$ cat config.mk
export PLATFORM = sky130hd
export DESIGN_NAME = boot_loader_ctrl
export DESIGN_NICKNAME = d
export VERILOG_FILES = /design/src/rtl/boot_pkg.sv /design/src/rtl/byte_pair_assembler.sv /design/src/rtl/boot_loader_ctrl.sv
export SDC_FILE = /design/constraint.sdc
export NUM_CORES = 1
export LEC_CHECK = 0
export CAP_MARGIN = 20
export CORE_MARGIN = 2
export CORE_UTILIZATION = 47
export CTS_BUF_LIST = sky130_fd_sc_hd__clkbuf_2
export DETAILED_ROUTE_END_ITERATION = 16
export PLACE_DENSITY_LB_ADDON = 0.3
export SLEW_MARGIN = 20
export SYNTH_ARGS = -nofsm -noshare
export SYNTH_HDL_FRONTEND = slang
export SYNTH_SLANG_ARGS = --single-unit
$ cat constraint.sdc
create_clock -name clk -period 2.86 [get_ports clk]
set_input_delay 0.858 -clock clk [delete_from_list [all_inputs] [get_ports clk]]
set_output_delay 0.858 -clock clk [all_outputs]
set_load 0.05 [all_outputs]
$ cat src/rtl/boot_pkg.sv
// Shared types and default constants for the boot loader / memory-port arbiter.
`ifndef ADDR_WIDTH
`define ADDR_WIDTH 16
`endif

package boot_pkg;

  typedef enum logic [1:0] {
    LOAD  = 2'd0,
    WRITE = 2'd1,
    RUN   = 2'd2
  } boot_state_t;

  localparam int unsigned DEFAULT_LOAD_BASE   = 32'h200;
  localparam logic [15:0] DEFAULT_TERM_WORD   = 16'hffff;
  localparam logic [15:0] DEFAULT_RELOAD_WORD = 16'hfffe;

endpackage

$ cat src/rtl/byte_pair_assembler.sv
// Pairs consecutive UART bytes into a big-endian 16-bit word with a one-cycle valid pulse.
module byte_pair_assembler (
  input  logic        clk,
  input  logic        rst,
  input  logic [7:0]  rx_data,
  input  logic        rx_data_wr,
  output logic [15:0] word,
  output logic        word_v
);

  logic       phase_q;
  logic [7:0] hi_q;

  // rx_data_wr is a strobe with no back-pressure: every strobe is consumed the cycle it
  // arrives, and word_v is a one-cycle pulse the consumer must act on immediately.
  always_ff @(posedge clk) begin
    if (rst) begin
      phase_q <= 1'b0;
      hi_q    <= 8'h00;
      word    <= 16'h0000;
      word_v  <= 1'b0;
    end else begin
      word_v <= 1'b0;
      if (rx_data_wr) begin
        phase_q <= ~phase_q;
        if (!phase_q) begin
          hi_q <= rx_data;
        end else begin
          word   <= {hi_q, rx_data};
          word_v <= 1'b1;
        end
      end
    end
  end

endmodule

$ cat src/rtl/boot_loader_ctrl.sv
// Loads a program from UART into memory while the CPU is held in reset, then hands
// the memory port to the CPU and forwards further UART words as its input register.
`ifndef ADDR_WIDTH
`define ADDR_WIDTH 16
`endif

module boot_loader_ctrl
  import boot_pkg::*;
#(
  parameter int unsigned ADDR_WIDTH  = `ADDR_WIDTH,
  parameter int unsigned LOAD_BASE   = DEFAULT_LOAD_BASE,
  parameter logic [15:0] TERM_WORD   = DEFAULT_TERM_WORD,
  parameter logic [15:0] RELOAD_WORD = DEFAULT_RELOAD_WORD
) (
  input  logic                  clk,
  input  logic                  rst,
  input  logic [7:0]            rx_data,
  input  logic                  rx_data_wr,
  input  logic [ADDR_WIDTH-1:0] cpu_mem_addr,
  input  logic                  cpu_mem_wr,
  input  logic                  cpu_mem_byt,
  input  logic [15:0]           cpu_wr_data,
  output logic [ADDR_WIDTH-1:0] mem_addr,
  output logic                  mem_wr,
  output logic                  mem_byt,
  output logic [15:0]           mem_wr_data,
  output logic                  cpu_rst,
  output logic [15:0]           uart_in,
  output logic                  uart_in_v,
  output logic                  loading,
  output logic                  load_ovf
);

  localparam logic [ADDR_WIDTH-1:0] BASE_ADDR = LOAD_BASE[ADDR_WIDTH-1:0];
  localparam logic [ADDR_WIDTH-1:0] LAST_ADDR = {{(ADDR_WIDTH-1){1'b1}}, 1'b0};

  logic [15:0] word;
  logic        word_v;

  byte_pair_assembler u_asm (
    .clk        (clk),
    .rst        (rst),
    .rx_data    (rx_data),
    .rx_data_wr (rx_data_wr),
    .word       (word),
    .word_v     (word_v)
  );

  boot_state_t           state_q, state_d;
  logic [ADDR_WIDTH-1:0] load_addr_q, load_addr_d;
  logic                  full_q, full_d;
  logic                  load_ovf_q, load_ovf_d;
  logic                  cpu_rst_q, cpu_rst_d;
  logic [15:0]           uart_in_q, uart_in_d;
  logic                  uart_in_v_q, uart_in_v_d;

  always_ff @(posedge clk) begin
    if (rst) begin
      state_q     <= LOAD;
      load_addr_q <= BASE_ADDR;
      full_q      <= 1'b0;
      load_ovf_q  <= 1'b0;
      cpu_rst_q   <= 1'b1;
      uart_in_q   <= 16'h0000;
      uart_in_v_q <= 1'b0;
    end else begin
      state_q     <= state_d;
      load_addr_q <= load_addr_d;
      full_q      <= full_d;
      load_ovf_q  <= load_ovf_d;
      cpu_rst_q   <= cpu_rst_d;
      uart_in_q   <= uart_in_d;
      uart_in_v_q <= uart_in_v_d;
    end
  end

  always_comb begin
    state_d     = state_q;
    load_addr_d = load_addr_q;
    full_d      = full_q;
    load_ovf_d  = load_ovf_q;
    cpu_rst_d   = cpu_rst_q;
    uart_in_d   = uart_in_q;
    uart_in_v_d = 1'b0;
    case (state_q)
      LOAD: begin
        if (word_v) begin
          if (word == TERM_WORD) begin
            state_d   = RUN;
            cpu_rst_d = 1'b0;
          end else if (!full_q) begin
            state_d = WRITE;
          end else begin
            load_ovf_d = 1'b1;
          end
        end
      end
      WRITE: begin
        state_d = LOAD;
        // The top word is the last slot; the pointer parks there instead of wrapping.
        if (load_addr_q == LAST_ADDR) begin
          full_d = 1'b1;
        end else begin
          load_addr_d = load_addr_q + ADDR_WIDTH'(2);
        end
      end
      RUN: begin
        if (word_v) begin
          uart_in_d   = word;
          uart_in_v_d = 1'b1;
          if (word == RELOAD_WORD) begin
            state_d     = LOAD;
            load_addr_d = BASE_ADDR;
            full_d      = 1'b0;
            load_ovf_d  = 1'b0;
            cpu_rst_d   = 1'b1;
          end
        end
      end
      default: state_d = LOAD;
    endcase
  end

  always_comb begin
    if (state_q == RUN) begin
      mem_addr    = cpu_mem_addr;
      mem_wr      = cpu_mem_wr;
      mem_byt     = cpu_mem_byt;
      mem_wr_data = cpu_wr_data;
    end else begin
      mem_addr    = load_addr_q;
      mem_wr      = (state_q == WRITE);
      mem_byt     = 1'b0;
      mem_wr_data = word;
    end
  end

  assign cpu_rst   = cpu_rst_q;
  assign uart_in   = uart_in_q;
  assign uart_in_v = uart_in_v_q;
  assign loading   = (state_q != RUN);
  assign load_ovf  = load_ovf_q;

endmodule
* Word-level counts from Yosys, hierarchy flattened
Cells that the tools add are included.
Cells by class: $add $sub $neg 1, multipliers 0, divide/modulo/power cells 0, order comparisons 0, eq/ne operators 15, shifts and indexed selects 0, mux-type cells 29, bitwise logic cells 3, reductions and logical operators 13
Operators with widths (count):
- two-way mux 16 bit | 5
- == test 16 bit (second input constant) | 3
- case mux 16 bit (2 select lines) | 1
- adder 16 x 2 -> 16 bit (second input constant) | 1
- two-way mux 1 bit | 14
- != test 2 bit (second input constant) | 7
- AND reduction 4 bit | 3
- two-way mux 2 bit | 5
- case mux 1 bit (2 select lines) | 3
- AND reduction 2 bit | 3
- AND reduction 6 bit | 1
- AND reduction 5 bit | 1
- != test 2 x 1 -> 1 bit (second input constant) | 2
- case mux 2 bit (2 select lines) | 1
- nonzero test 2 bit | 2
- OR reduction 2 bit | 2
- != test 3 bit (second input constant) | 1
- NOT 1 bit | 3
- == test 2 x 1 -> 1 bit (second input constant) | 1
- == test 2 bit (second input constant) | 1
- logical NOT 2 bit | 1
Storage, ports and cells: register bits 64, latch bits 0, memory bits (writable) 0, memory bits (read-only) 0, memories kept 0

* Longest topological paths before layout
Gate-level depths: netlist of run 1.
depth after elaboration 4, mapped depth 8, mapped depth without buffers 6

* Cells and area by module
Synthesis of run 1 repeated with hierarchy kept, for this count alone.
Second synthesis, totals: cells, all modules 339, area total of the unflattened synthesis 3080.5 µm²
Modules (own cells, without submodules):
- boot_loader_ctrl | times used 1, cells each 245, area each 2033.2 µm², seq. area each 740.7 µm²
- byte_pair_assembler | times used 1, cells each 94, area each 1047.3 µm², seq. area each 520.5 µm²

* Worst setup path before layout of run 1
Ideal clock, no wire load.
path type register to output, start register state_q[1], end output port mem_addr[14], data arrival time 1.986 ns, data required time 2.002 ns, path slack 0.016 ns, stages on the path, launching flop included 6, buffers on the path 3, cell sequence dfxtp_1 buf_2 nor2b_1 clkbuf_1 clkbuf_1 o21ai_0
On the way: word-level cells in the longest chain between the ends 2
RTL lines:
- from (decl) | RTL line boot_loader_ctrl.sv:49 | boot_state_t state_q, state_d;
- from (signal assigned) | RTL line boot_loader_ctrl.sv:67 | state_q <= state_d;
- == test 2 bit | RTL line boot_loader_ctrl.sv:125 | if (state_q == RUN) begin
- two-way mux 16 bit | RTL line boot_loader_ctrl.sv:125
- to (decl) | RTL line boot_loader_ctrl.sv:23 | output logic [ADDR_WIDTH-1:0] mem_addr,
Every way passes these cells.

* Worst setup path after layout of run 1
start register state_q[0], end output port mem_addr[15]
Same word-level chain as after synthesis.

==> flow_summary.toml, run 1 <==
[status]
outcome = "complete, no violations"

[worst_setup_path]
worstSetupPathType = "flip-flop to output port"
critPathCapture = "mem_addr[15]"
critPathCaptureType = "output port"
timing.rr.start = "u_asm.word[6]"
required_ns = 2.00
start_kind = "flip-flop"
r2r_slack_ns = 0.87
reg2reg_depth = 5
worstSetupStartpoint = "state_q[0]"
r2r_end = "load_addr_q[12]"
worst_ep_arrival_time_ns = 1.86
critPathMaxFanout = 25

[sta]
period_needed_ns = 2.72
rsz0062_at_grt = "false"
tightest_slew_ns = 0.706
finalSetupViolations = 0
fmax_mhz = 367
relSlewSlack_pct = 52.9
setup_tns_ns = 0
finalHoldViolations = 0
whs_ns = 0.465
postLayoutSetupSlackWorst_ns = 0.138
skew_ns = 0.0170
slew_violations = 0
finalCritPeriodShare_pct = 95.2

[clocking]
cts_root_buf = "clkbuf_2"
cts-buffers-inserted = 9
htreeDepth = 3
clockBufferDepth = 2
postCtsSetupRepairBufs = 0
postCtsHoldBufs = 0
clkLatencyLatePin_ns = 0.50
post_cts_resized = 1
clock-sinks = 63
clkTransAtPathRegs_ns = 0.16
tritoncts = "done"

[finish]
areaGrowthSynthToFinish_pct = 39.3
fin_cells = 570
nNetsFinal = 536
antennaDiodeCount = 0
postLayoutCellArea_mm2 = 0.00408
seqCellArea_mm2 = 0.00126
multi_input_area_mm2 = 0.00156
post-route-util_pct = 68.1
drive_gt1_share_pct = 14.3
nFillCells = 520

[detailed_routing]
dr.pass1.iters = 4
maxUsedRoutingLayer = "met4"
ant_nets = 0
vias_per_cell = 5.42
wire_per_inst_um = 14.2
dr_wl_met3_um = 421
drc = 0
vias = 3088
wl_met1_um = 3400
wl_um = 8090
first_iter_violations = 143
wl_met2_um = 4120

[global_route]
antenna_found_initial = 0
grt_max_degree = 26
grt_usage_pct = 23.8
overflow = 0
grt_pass1_wl_um = 13600
first_global_vias = 2930

[logic_synthesis]
ys.flop_type = "dfxtp_1"
avgSynthCellArea_um2 = 7.42
synth_cell_types = 44
synth-simple-area-share_pct = 33.9
synth.most_common_cell = "nand2_1"
synthXorXnorAreaFrac_pct = 0
synth_seq_cells = 63
muxShareOfSynthArea_pct = 1.07
synth-edff-count = 0
syn_nets = 441
mappedNetlistArea_mm2 = 0.00293
synth_top_area_share_pct = 43.0
yosysWarnings = 0
synth_top_area_cell = "dfxtp_1"
synth_commonest_cells = "nand2_1, dfxtp_1, a21oi_1"
synth_top_family_by_area = "simple AND/OR/NAND/NOR gates"
ys_seq_area_share_pct = 43.0
synth_compound_area_share_pct = 17.5
synth_cells = 395
synth_area_leaders = "dfxtp_1, nand2_1, a21oi_1, a22o_1, clkbuf_1"
synth_fa_ha_area_share_pct = 0.427
async_reset_ff_share_pct = 0

[power_and_ir_drop]
p_comb_share_pct = 12.7
p_seq_share_pct = 56.1
p_int_mw = 1.20
max-vdd-ir-drop_uv = 392
p_sw_mw = 0.452
swShare_pct = 27.3
p_clk_share_pct = 31.3
cellLeakagePower_nw = 1.65
power_density_mw_per_mm2 = 405
power.total_mw = 1.65

[floorplanning]
rows = 28
dieArea_mm2 = 0.00688
initial_utilization_pct = 48.9
die_h_um = 83.0
core_area_mm2 = 0.00599
io_pins = 99
dieWidth_um = 83.0

[place]
dp_cells = 553
place_congestion = 0.864
io_buffers = 98
dp_hpwl_um = 6030
pre_cts_ws_ns = 0.0383
placed_area_mm2 = 0.00395

[min_path]
worstHoldStart = "uart_in[13]"
hp-class = "flip-flop to flip-flop"

[job]
max_cap_viol_count = 0
==> worst min-delay path by stage <==
stage	to	slack (ns)	depth (start not counted)
finish	uart_in[13]	0.47	2
global route	uart_in[5]	0.48	2
CTS	uart_in[5]	0.47	2
detailed placement	u_asm.hi_q[6]	0.45	2
global placement	uart_in[3]	0.44	2
floorplan	state_q[0]	0.42	1
==> power groups by stage <==
stage | combinational, mW | clock, mW | sequential (mW)
after floorplan | 0.115 | 0 | 0.934
after global placement | 0.203 | 0 | 0.943
after detailed placement | 0.208 | 0 | 0.945
after CTS | 0.209 | 0.528 | 0.926
after global routing | 0.225 | 0.566 | 0.931
final | 0.209 | 0.517 | 0.927
==> sequential cells by signal, indices dropped and copies added, names as in the netlist <==
signal         flops
u_asm.word        16
uart_in           16
load_addr_q       15
u_asm.hi_q         8
state_q            2
cpu_rst            1
full_q             1
load_ovf           1
u_asm.phase_q      1
u_asm.word_v       1
uart_in_v          1
==> final cells by class <==
cell class | count | share of cell area [%]
clock buffer | 10 | 1.23
clock inverter | 6 | 1.47
inverter | 3 | 0.276
multi-input combinational | 304 | 38.3
sequential | 63 | 30.9
tap | 75 | 2.30
timing repair buffer | 109 | 25.5
==> cell usage in the layout, fill, tap and decap left out, drive strengths merged, types with 2 or more instances in the layout <==
master and instances:
clkinv 4, o32ai 3, clkdlybuf4s50 63, nand2 149, a221oi 2, nor2b 5, clkbuf 10, a31oi 4
and4 4, buf 46, a22o 17, nand4 7, or3 5, o21ai 10, nand2b 8, a21oi 36
nor2 15, mux2i 2, and2 4, inv 3, nor4 3, nand3 12, dfxtp 63, nor3 4
==> per-layer routing <==
layer,vias up,GRT usage [%]
met5,-,0
met4,0,7.15
met3,16,7.46
met2,92,41.3
met1,1438,28.0
li1,1542,-
==> kinds of logic after synthesis <==
family          count (synthesis)
compound gates                 79
fa+ha+maj                       1
buf+inv                        28
flops                          63
mux                             3
simple gates                  221
==> critical path, stage by stage, from the launching register on <==
cell,delay [ns]
dfxtp_2,0.41
nor2b_4,0.14
clkinv_1,0.10
buf_6,0.18
and2_1,0.20
a21o_1,0.16
buf_4,0.18
(Power assumes the default switching activity.)
==> run 2, diff against run 1 <==
--- a/config.mk
+++ b/config.mk
@@ -11,7 +11,6 @@
 export CTS_BUF_LIST = sky130_fd_sc_hd__clkbuf_2
 export DETAILED_ROUTE_END_ITERATION = 16
 export PLACE_DENSITY_LB_ADDON = 0.3
-export SLEW_MARGIN = 20
 export SYNTH_ARGS = -nofsm -noshare
 export SYNTH_HDL_FRONTEND = slang
 export SYNTH_SLANG_ARGS = --single-unit
==> flow_summary.toml, run 2 (synthesis results as in run 1) <==
[floorplanning]
dieArea_mm2 = 0.00688
rows = 28
initial_utilization_pct = 48.9
core_area_mm2 = 0.00599
io_pins = 99
die_h_um = 83.0
dieWidth_um = 83.0

[power_and_ir_drop]
max-vdd-ir-drop_uv = 392
power_density_mw_per_mm2 = 405
power.total_mw = 1.66
cellLeakagePower_nw = 1.66

[place]
dp_hpwl_um = 6030
place_congestion = 0.864
pre_cts_ws_ns = 0.0383
dp_cells = 553
io_buffers = 98

[status]
outcome = "complete, no violations"

[sta]
fmax_mhz = 366
period_needed_ns = 2.73
relSlewSlack_pct = 60.9
postLayoutSetupSlackWorst_ns = 0.129
rsz0062_at_grt = "false"
skew_ns = 0.0177
finalHoldViolations = 0
tightest_slew_ns = 0.584
setup_tns_ns = 0
slew_violations = 0
finalCritPeriodShare_pct = 95.5
finalSetupViolations = 0

[clocking]
cts_root_buf = "clkbuf_2"
clkLatencyLatePin_ns = 0.51
postCtsHoldBufs = 0
clock-sinks = 63
clockBufferDepth = 2
htreeDepth = 3
cts-buffers-inserted = 9
tritoncts = "done"
postCtsSetupRepairBufs = 0
clkTransAtPathRegs_ns = 0.15

[worst_setup_path]
worstSetupPathType = "flip-flop to output port"
start_kind = "flip-flop"
worst_ep_arrival_time_ns = 1.87
critPathMaxFanout = 25
required_ns = 2.00
critPathCaptureType = "output port"

[global_route]
overflow = 0
grt_max_degree = 26
grt_pass1_wl_um = 13600
grt_usage_pct = 23.8
antenna_found_initial = 0
first_global_vias = 2930

[detailed_routing]
vias_per_cell = 5.42
wire_per_inst_um = 14.2
dr.pass1.iters = 4
ant_nets = 0
wl_um = 8090
vias = 3096
first_iter_violations = 165
drc = 0

[finish]
antennaDiodeCount = 0
nNetsFinal = 537
mostFrequentLayoutCells = "nand2_1, clkdlybuf4s50_1, dfxtp_1, buf_4, a21oi_1"
final_common_cell = "nand2_1"
fin_cells = 571
post-route-util_pct = 68.2
drive_gt1_share_pct = 14.3
areaGrowthSynthToFinish_pct = 39.4

[job]
max_cap_viol_count = 0

[min_path]
hp-class = "flip-flop to flip-flop"
## run 2: repair_timing
item,4_1_cts,5_1_grt
gates cloned,0,0
endpoints found under the setup margin,1,1
resized for setup,1,2
## run 2: cell type report
cell class	instances	area [µm²]
Sequential cell	63	1260
Clock inverter	6	60.1
Fill cell	519	1910
Clock buffer	10	50.0
Multi-Input combinational cell	304	1560
Inverter	3	11.3
Timing Repair Buffer	110	1050
Tap cell	75	93.8
## run 2: layer usage
metal	up-vias	routed length, µm	global-route usage (%)
met2	105	4130	41.3
met3	15	557	7.46
li1	1543	-	-
met1	1433	3230	28.0
met4	0	174	7.15
met5	-	0	0
## run 2: worst max-delay path: stages (launching register included)
cell and delay, ns:
dfxtp_2 0.40, nor2b_4 0.14, clkinv_1 0.10, buf_6 0.18, and2_1 0.20, a21o_1 0.16, buf_4 0.18
## run 2: metrics by stage
step	hold WS (ns)	instance area, µm²
finish	0.466	4090
global route	0.483	4090
CTS	0.467	4060
detailed placement	0.447	3950
global placement	0.442	3950
floorplan	0.417	2930
## run 2: path summary, 6_finish.rpt
path | start | endpoint | slack [ns] | cells past startpoint
setup / recovery | state_q[0] | mem_addr[15] | 0.13 | 6
hold / removal | uart_in[13] | uart_in[13] | 0.47 | 2
setup reg to reg | u_asm.word[6] | load_addr_q[12] | 0.88 | 5
hold reg to reg | uart_in[13] | uart_in[13] | 0.47 | 2
## run 2: power breakdown
group / leakage (nW) / total [mW] / internal (mW) / switching [mW]
logic: 1.08 / 0.210 / 0.0995 / 0.110
clock network: 0.0697 / 0.519 / 0.202 / 0.317
registers: 0.511 / 0.927 / 0.900 / 0.0268
